**src/rtl/move_scheduler_pkg.sv**
```systemverilog
// ---------------------------------------------------------------------------
// move_scheduler_pkg
// Shared game definitions for the move scheduler block:
//   - scene encodings (start / play / win / lose)
//   - actor index constants (pac, blinky, clyde) used as grant/req/done bits
//   - FSM state encoding of the scheduler
//   - nextEligible(): picks the next actor state in fixed pac->blinky->clyde
//     order, or CHECK when nobody further down the order may move
// ---------------------------------------------------------------------------
package move_scheduler_pkg;

    localparam logic [1:0] SCENE_START = 2'b00;
    localparam logic [1:0] SCENE_PLAY  = 2'b01;
    localparam logic [1:0] SCENE_WIN   = 2'b10;
    localparam logic [1:0] SCENE_LOSE  = 2'b11;

    localparam int ACT_PAC    = 0;
    localparam int ACT_BLINKY = 1;
    localparam int ACT_CLYDE  = 2;

    localparam logic [2:0] ST_IDLE   = 3'd0;
    localparam logic [2:0] ST_PAC    = 3'd1;
    localparam logic [2:0] ST_BLINKY = 3'd2;
    localparam logic [2:0] ST_CLYDE  = 3'd3;
    localparam logic [2:0] ST_CHECK  = 3'd4;

    // Only actors strictly after 'cur' in the fixed order are considered;
    // from IDLE every actor is a candidate. Ghosts also need their phase slot.
    function automatic logic [2:0] nextEligible(input logic [2:0] cur,
                                                input logic [2:0] req,
                                                input logic       ghostOk);
        logic [2:0] ns;
        ns = ST_CHECK;
        if (cur == ST_IDLE && req[ACT_PAC])
            ns = ST_PAC;
        else if ((cur == ST_IDLE || cur == ST_PAC) && req[ACT_BLINKY] && ghostOk)
            ns = ST_BLINKY;
        else if ((cur == ST_IDLE || cur == ST_PAC || cur == ST_BLINKY) &&
                 req[ACT_CLYDE] && ghostOk)
            ns = ST_CLYDE;
        return ns;
    endfunction

endpackage

```
**src/rtl/move_watchdog.sv**
```systemverilog
// ---------------------------------------------------------------------------
// move_watchdog
// Per-grant cycle counter with a compare against TIMEOUT. Only instantiated
// by move_scheduler when MOVE_SCHED_WATCHDOG_EN is defined.
// Ports:
//   clk, rst     rising-edge clock, synchronous active-high reset
//   active_i     scheduler is in an actor state this cycle
//   clear_i      scheduler state changes on the coming edge
//   expired_o    this is the TIMEOUT-th cycle of the current grant
// ---------------------------------------------------------------------------
module move_watchdog #(
    parameter int TIMEOUT = 15
) (
    input  logic clk,
    input  logic rst,
    input  logic active_i,
    input  logic clear_i,
    output logic expired_o
);

    logic [7:0] cnt_q, cnt_d;

    // Counter reads 0 on the first cycle of every grant, so the compare with
    // TIMEOUT-1 fires on the TIMEOUT-th granted cycle. It saturates rather
    // than wrapping so a stuck state can never re-arm a spurious expiry.
    always_comb begin
        cnt_d = cnt_q;
        if (clear_i || !active_i)
            cnt_d = 8'd0;
        else if (cnt_q != 8'hFF)
            cnt_d = cnt_q + 8'd1;
    end

    always_ff @(posedge clk) begin
        if (rst)
            cnt_q <= 8'd0;
        else
            cnt_q <= cnt_d;
    end

    assign expired_o = active_i && (cnt_q == 8'(TIMEOUT - 1));

endmodule

```
**src/rtl/move_scheduler.sv**
```systemverilog
// ---------------------------------------------------------------------------
// move_scheduler
// Sequences one game step: on an accepted tick it grants pac, blinky and
// clyde in turn (skipping non-eligible actors), then strobes check_stb for
// one cycle so collision/scene logic can evaluate the step.
// Optional feature: define MOVE_SCHED_WATCHDOG_EN to add a per-grant
// watchdog that forces progress after TIMEOUT cycles and records which
// actor stalled in timeout_flags.
// Ports:
//   clk, rst        rising-edge clock, synchronous active-high reset
//   tick            one-cycle game-step pulse
//   scene           current scene, 2'b01 = play
//   req[2:0]        move request per actor (0 pac, 1 blinky, 2 clyde)
//   done[2:0]       move-complete pulse per actor
//   grant[2:0]      one-hot registered move permission
//   check_stb       one-cycle post-step evaluation strobe
//   busy            scheduler not in IDLE
//   overrun_cnt     saturating count of dropped ticks
//   timeout_flags   sticky per-actor watchdog flags (0 without watchdog)
// ---------------------------------------------------------------------------
module move_scheduler
    import move_scheduler_pkg::*;
#(
    parameter int GHOST_DIV = 1,
    parameter int TIMEOUT   = 15
) (
    input  logic       clk,
    input  logic       rst,
    input  logic       tick,
    input  logic [1:0] scene,
    input  logic [2:0] req,
    input  logic [2:0] done,
    output logic [2:0] grant,
    output logic       check_stb,
    output logic       busy,
    output logic [7:0] overrun_cnt,
    output logic [2:0] timeout_flags
);

    localparam logic [3:0] PHASE_LAST = 4'(GHOST_DIV - 1);

    if (GHOST_DIV < 1 || GHOST_DIV > 15 || TIMEOUT < 1 || TIMEOUT > 255) begin : g_badParams
        $error("move_scheduler: GHOST_DIV or TIMEOUT out of range");
    end

    logic [2:0] state_q, state_d;
    logic [3:0] ghostPhase_q, ghostPhase_d;
    logic       ghostOk_q, ghostOk_d;
    logic [7:0] overrunCnt_q, overrunCnt_d;
    logic [2:0] grant_q, grant_d;
    logic       checkStb_q, checkStb_d;

    logic scenePlay, inActor, grantedDone, advance;

    assign scenePlay   = (scene == SCENE_PLAY);
    assign inActor     = (state_q == ST_PAC) || (state_q == ST_BLINKY) || (state_q == ST_CLYDE);
    // grant_q is one-hot for the current actor, so it masks out done pulses
    // from actors that are not currently allowed to move.
    assign grantedDone = |(done & grant_q);

`ifdef MOVE_SCHED_WATCHDOG_EN
    logic       expired;
    logic [2:0] flags_q, flags_d;

    move_watchdog #(.TIMEOUT(TIMEOUT)) u_watchdog (
        .clk       (clk),
        .rst       (rst),
        .active_i  (inActor),
        .clear_i   (state_d != state_q),
        .expired_o (expired)
    );

    assign advance = inActor && (grantedDone || expired);

    // A stall is only blamed on the actor when the limit is hit without a
    // real done in the same cycle.
    always_comb begin
        flags_d = flags_q;
        if (inActor && expired && !grantedDone)
            flags_d = flags_q | grant_q;
    end

    always_ff @(posedge clk) begin
        if (rst)
            flags_q <= 3'b000;
        else
            flags_q <= flags_d;
    end

    assign timeout_flags = flags_q;
`else
    assign advance       = inActor && grantedDone;
    assign timeout_flags = 3'b000;
`endif

    // Main sequencing. The ghost phase slot is sampled once at tick
    // acceptance (pre-increment value) and held for the whole step, so both
    // ghosts see the same decision. Leaving the play scene overrides every
    // transition, and ticks seen while busy in play are counted as dropped.
    always_comb begin
        state_d      = state_q;
        ghostPhase_d = ghostPhase_q;
        ghostOk_d    = ghostOk_q;
        overrunCnt_d = overrunCnt_q;
        case (state_q)
            ST_IDLE: begin
                if (tick && scenePlay) begin
                    ghostOk_d    = (ghostPhase_q == 4'd0);
                    ghostPhase_d = (ghostPhase_q >= PHASE_LAST) ? 4'd0 : ghostPhase_q + 4'd1;
                    state_d      = nextEligible(ST_IDLE, req, ghostPhase_q == 4'd0);
                end
            end
            ST_PAC, ST_BLINKY, ST_CLYDE: begin
                if (advance)
                    state_d = nextEligible(state_q, req, ghostOk_q);
            end
            ST_CHECK: state_d = ST_IDLE;
            default:  state_d = ST_IDLE;
        endcase
        if (state_q != ST_IDLE && !scenePlay)
            state_d = ST_IDLE;
        if (state_q != ST_IDLE && scenePlay && tick && overrunCnt_q != 8'hFF)
            overrunCnt_d = overrunCnt_q + 8'd1;
    end

    // Outputs are registered from the next state so they line up exactly
    // with the state register.
    always_comb begin
        grant_d    = 3'b000;
        checkStb_d = (state_d == ST_CHECK);
        case (state_d)
            ST_PAC:    grant_d[ACT_PAC]    = 1'b1;
            ST_BLINKY: grant_d[ACT_BLINKY] = 1'b1;
            ST_CLYDE:  grant_d[ACT_CLYDE]  = 1'b1;
            default:   grant_d             = 3'b000;
        endcase
    end

    always_ff @(posedge clk) begin
        if (rst) begin
            state_q      <= ST_IDLE;
            ghostPhase_q <= 4'd0;
            ghostOk_q    <= 1'b0;
            overrunCnt_q <= 8'd0;
            grant_q      <= 3'b000;
            checkStb_q   <= 1'b0;
        end else begin
            state_q      <= state_d;
            ghostPhase_q <= ghostPhase_d;
            ghostOk_q    <= ghostOk_d;
            overrunCnt_q <= overrunCnt_d;
            grant_q      <= grant_d;
            checkStb_q   <= checkStb_d;
        end
    end

    assign grant       = grant_q;
    assign check_stb   = checkStb_q;
    assign busy        = (state_q != ST_IDLE);
    assign overrun_cnt = overrunCnt_q;

endmodule

```
**config.mk**
```make
export PLATFORM = sky130hd
export DESIGN_NAME = move_scheduler
export DESIGN_NICKNAME = d
export VERILOG_FILES = /design/src/rtl/move_scheduler_pkg.sv /design/src/rtl/move_watchdog.sv /design/src/rtl/move_scheduler.sv
export SDC_FILE = /design/constraint.sdc
export NUM_CORES = 1
export LEC_CHECK = 0
export ABC_AREA = 1
export BUFFER_PORTS_ARGS = -buffer_cell sky130_fd_sc_hd__buf_2
export CORE_AREA = 2 2 50 52
export DETAILED_ROUTE_END_ITERATION = 12
export DIE_AREA = 0 0 52 54
export PLACE_DENSITY = 0.65
export SETUP_SLACK_MARGIN = 0.4
export SYNTH_ARGS = -nofsm -noshare
export SYNTH_HDL_FRONTEND = slang
export SYNTH_SLANG_ARGS = --single-unit
```
**constraint.sdc**
```tcl
create_clock -name clk -period 1.6 [get_ports clk]
set_input_delay 0.32 -clock clk [delete_from_list [all_inputs] [get_ports clk]]
set_output_delay 0.32 -clock clk [all_outputs]
set_load 0.05 [all_outputs]
```
# Yosys cells after proc, flatten, opt, wreduce, memory -nomap -nowiden
# Index checks and enable logic that the tools add are counted.
[totals]
regBits = 20
in_bits = 11
output_inout_bits = 16
elab_cells = 57
[op_classes]
add_sub_neg = 2
order_cmp = 1
eq_ne = 9
n_mux = 14
bitwise_logic = 1
reduce_logical = 24
[ops]
columns = ["operator", "n"]
rows = [
  ["$mux W3", 9],
  ["$logic_and A1 B1 Y1", 13],
  ["$eq A3 B2 Y1 const B", 4],
  ["$add A8 B1 Y8 const B", 1],
  ["$ne A8 B8 Y1 const B", 1],
  ["$eq A3 B1 Y1 const B", 2],
  ["$pmux W3 S2", 1],
  ["$reduce_or A3 Y1", 2],
  ["$add A4 B1 Y4 const B", 1],
  ["$ge A4 B1 Y1 const B", 1],
  ["$logic_not A4 Y1", 1],
  ["$logic_or A1 B1 Y1", 4],
  ["$mux W4", 1],
  ["$and A3 B3 Y3", 1],
  ["$eq A3 B3 Y1 const B", 1],
  ["$logic_not A3 Y1", 1],
  ["$mux W1", 3],
  ["$reduce_bool A3 Y1", 1],
  ["$eq A2 B1 Y1 const B", 1],
  ["$reduce_and A2 Y1", 1],
  ["$logic_not A1 Y1", 1],
]

# Depth between registers and ports, before layout
[depth]
ltp_word = 13
ltp_mapped = 10
depth_no_buf = 10

# Worst setup path before layout
# OpenSTA, ideal clock, no wires.
[synth_timing]
path_type = "register -> register"
from = "register overrunCnt_q[0], in the netlist overrun_cnt[0]"
to = "register overrunCnt_q[0], in the netlist overrun_cnt[0]"
setup_ps = 148
arrival_time_ps = 1621
t_required_ps = 1452
setup_slack_ps = -169
stages_incl_launch_ff = 10
n_path_buf = 1
period_less_slack_ps = 1769
cell_sequence = "dfxtp_1 ha_1 nand2_1 inv_1 nand3_2 nor2_2 nor2_2 buf_6 o21ai_1 a21oi_1"
[synth_via]
elab_chain_len = 2
elab_cells_between_ends = 3
classes_between = "add/sub (1); eq/ne (1); reduce/logical (1)"
[synth_rtl]
columns = ["item", "line_no", "rtl"]
rows = [
  ["start, declared", "move_scheduler.sv:49", "logic [7:0] overrunCnt_q, overrunCnt_d;"],
  ["start signal, assigned", "move_scheduler.sv:151", "overrunCnt_q <= overrunCnt_d;"],
  ["parallel branches: the longest is 2 deep, another holds $add A8 B1 Y8", "-", ""],
]
# Parallel ways; which one is timed is not known.
# A chain may end at the register's enable or synchronous reset.

# Worst setup path after layout
[layout_timing]
from = "register state_q[0]"
to = "output port busy"
[layout_via]
elab_chain_len = 1
[layout_rtl]
columns = ["item", "line_no", "rtl"]
rows = [
  ["start, declared", "move_scheduler.sv:46", "logic [2:0] state_q, state_d;"],
  ["start signal, assigned", "move_scheduler.sv:148", "state_q <= state_d;"],
  ["$reduce_bool A3 Y1", "move_scheduler.sv:159", "assign busy = (state_q != ST_IDLE);"],
  ["end, declared", "move_scheduler.sv:35", "output logic busy,"],
]
# Every way passes these cells.

==> flow_metrics.tcl <==
set metrics [dict create \
    result_of_the_run "complete, no violations" \
    placed_insts 187 \
    worst_path_max_stage_delay_ps 360 \
    final_core_utilization_pct 56.1 \
    power_leakage_nw 0.635 \
    synth_compound_gate_area_share_pct 7.82 \
    asyncSetResetFlopFracSynth_pct 0 \
    first_pass_iters 3 \
    dp_slack_ps 239 \
    routing_usage_on_met2_pct 30.6 \
    port_buffers 23 \
    first_pass_grt_wire_length_um 3090 \
    pwr-share-clk_pct 29.3 \
    core_box_area_um2 2320 \
    min_period_ps 1320 \
    routed-via-count 923 \
    layout.cells.non_filler 197 \
    cp_data_required_time_ps 1280 \
    grt_usage_pct 15.3 \
    synth_mux_area_share_pct 0 \
    finalHoldViolations 0 \
    vias_per_cell 4.69 \
    register_bit_count_reported_by_yosys 16 \
    crit_arrival_ps 1000 \
    design.portCount 27 \
    netlist_instances 136 \
    ys_top_cells_by_count "nand2_1 (38), nor2_1 (19), inv_1 (18), dfxtp_1 (16), nand3_1 (9)" \
    syn_avg_cell_area_um2 6.47 \
    yosys.area.top_type_share_pct 36.4 \
    fin_setup_tns_ps 0 \
    synth_edf_count 0 \
    die_y_um 54 \
    dp_hpwl_um 1510 \
    critical_path.cell_chain "nor2_4 > nand2_4 > buf_6" \
    post_synth_num_cell_types 23 \
    drtAntennaViolNets 0 \
    clockRootBuffer "clkbuf_4" \
    worst_hold_path_type "in2reg" \
    clkSinkCount 16 \
    synthToLayoutAreaGrowth_pct 47.9 \
    synthMostInstantiatedCell "nand2_1" \
    crit_start "state_q[0]" \
    grt_max_degree 12 \
    switching_share_pct 29.6 \
    crit_path_buffers_inverters 1 \
    synthesis.yosys.warnings 0 \
    p_seq_share_pct 53.8 \
    synth-seq-area-share_pct 36.4 \
    fin_crit_sh_pct 82.2 \
    standard_cell_rows 18 \
    tritoncts "built" \
    start_util_pct 37.9 \
    wl_um 2100 \
    drt_drc_violations_left 0 \
    final-setup-viol-count 0 \
    global_route.peak_usage_layer "met2" \
    timing.setup.critical_path_class "reg2out" \
    number_of_pins_exceeding_their_max_slew_limit_in_the_final_report 0 \
    synth_top_family_by_area "simple AND/OR/NAND/NOR gates" \
    average_wire_per_cell_in_the_routed_design_um 10.6 \
    number_of_global_route_vias_before_repair 825 \
    die_area_um2 2810 \
    gp_congestion 0.818 \
    yosysTopAreaCell "dfxtp_1" \
    drive_above_1_share_pct 47.3 \
    p_total_uw 749 \
    hold_start "rst" \
    die-width_um 52 \
    fin_skew_ps 1.54 \
    worstReg2RegStart "overrun_cnt[1]" \
    power.share.combinational_pct 16.9 \
    worst-path-max-fanout 3 \
    fin_nets 180 \
    grt_setup_unrepaired "yes" \
    p_switching_uw 222 \
    irDropWorstVdd_v 0.000501 \
    grt_use_met3_pct 2.50 \
    crit_path_end_kind "primary output" \
    synth_top_flop_cell "dfxtp_1" \
    globalRouteOverflowTotal 0 \
    p_per_area_nw_per_um2 576 \
    netlist_top_cells_area "dfxtp_1 (36%), nand2_1 (16%), nor2_1 (8.1%), inv_1 (7.7%), nand3_1 (5.1%)" \
    cpLargestDelayFamily "flip-flops" \
    worst_setup_path_start_kind "register" \
    parity_gate_share_of_the_synthesized_area_counting_xor_and_xnor_cells_pct 3.98 \
    highest_delay_cell_along_the_critical_path "dfxtp_2" \
    max_clock_freq_ghz 0.760 \
    internal_power_uw 527 \
    antenna_cells_inserted 0 \
    clock_latency_of_the_later_clocked_register_in_the_worst_skew_pair_ps 280 \
    max_cap_viol_count 0 \
    antenna_found_initial 0 \
    path_clk_slew_ps 90 \
    synth_adder_area_share_pct 1.42 \
    finalWorstSetupSlack_ps 285 \
    post_synth_and_or_nand_nor_area_fraction_pct 37.6 \
    worst_case_clock_buffer_depth 2 \
    first_iter_violations 12 \
    synth.cell_area_um2 880 \
    tritoncts.num_buffers 3 \
    cts-htree-levels 1 \
    groute.layer.met1.usage_pct 14.8 \
]
through the flow:
stage	instance area, µm²	hold WS (ps)
6_report	1300	360
5_1_grt	1300	367
4_1_cts	1210	349
3_5_place_dp	1050	473
3_3_place_gp	1050	458
2_1_floorplan	932	463
cell families (layout without fill, tap and decap cells):
logic type	Yosys count	in the layout
buf+inv	24	53
other cells	1	3
compound gates	13	13
flops	16	16
fa+ha+maj	1	1
simple gates	77	77
xor+xnor	4	4
per-layer routing:
| layer | up-vias | share of wire, % |
|---|---|---|
| li1 | 473 | - |
| met1 | 432 | 42 |
| met2 | 16 | 55 |
| met3 | 2 | 2.9 |
| met4 | 0 | 0.38 |
| met5 | - | 0 |
state kept, by name, indices dropped and copies added, names as in the netlist:
| signal | flops |
|---|---|
| check_stb | 1 |
| ghostOk_q | 1 |
| grant | 3 |
| overrun_cnt | 8 |
| state_q | 3 |
path summary, 6_finish.rpt:
path	endpoint	slack (ps)	cells past startpoint
worst max-delay path	busy	280	3
worst max register to register	overrun_cnt[2]	300	10
worst min-delay path	overrun_cnt[5]	360	2
worst min register to register	overrun_cnt[0]	490	1
repair_timing:
action                                  4_1_cts  5_1_grt
buffers inserted                              5        1
hold buffers                                  0        0
endpoints found under the setup margin       25       22
resized for setup                            37       23
pin swaps                                    13        6
final cells by class:
cell class              count  area, µm²
flip-flops and latches     16        355
repair buffers             30        238
inverters                  19       71.3
fillers                   220       1020
clock buffers               3       22.5
well taps                  30       37.5
multi-input cells          98        573
clock inverters             1       3.75
power groups by stage:
stage,registers (mW),clock network (mW),logic [mW]
after global placement,0.416,0,0.109
after global routing,0.404,0.245,0.139
final,0.403,0.219,0.127
after detailed placement,0.416,0,0.111
after CTS,0.408,0.233,0.122
after floorplan,0.427,0,0.0763
layout by cell type, fill, tap and decap left out, drive strengths merged:
| cell | n |
|---|---|
| nor2 | 23 |
| o21ai | 5 |
| buf | 29 |
| ha | 1 |
| xnor2 | 1 |
| inv | 19 |
| nand3b | 1 |
| nor3 | 2 |
| nand3 | 10 |
| a21oi | 8 |
| dfxtp | 16 |
| nand2 | 39 |
| clkbuf | 4 |
| conb | 3 |
| xor2 | 3 |
| nand4 | 2 |
| clkinv | 1 |
worst reg2reg max path, cell delays in order (launching register included):
cell and delay [ps]:
dfxtp_4 400, ha_4 140, nand2_2 40, inv_2 70
nand3_4 70, nor2_4 110, nor2_4 60, buf_8 140
nand2_4 60, nand2_2 50, a21oi_2 90
Power figures use the tool's default switching activity.
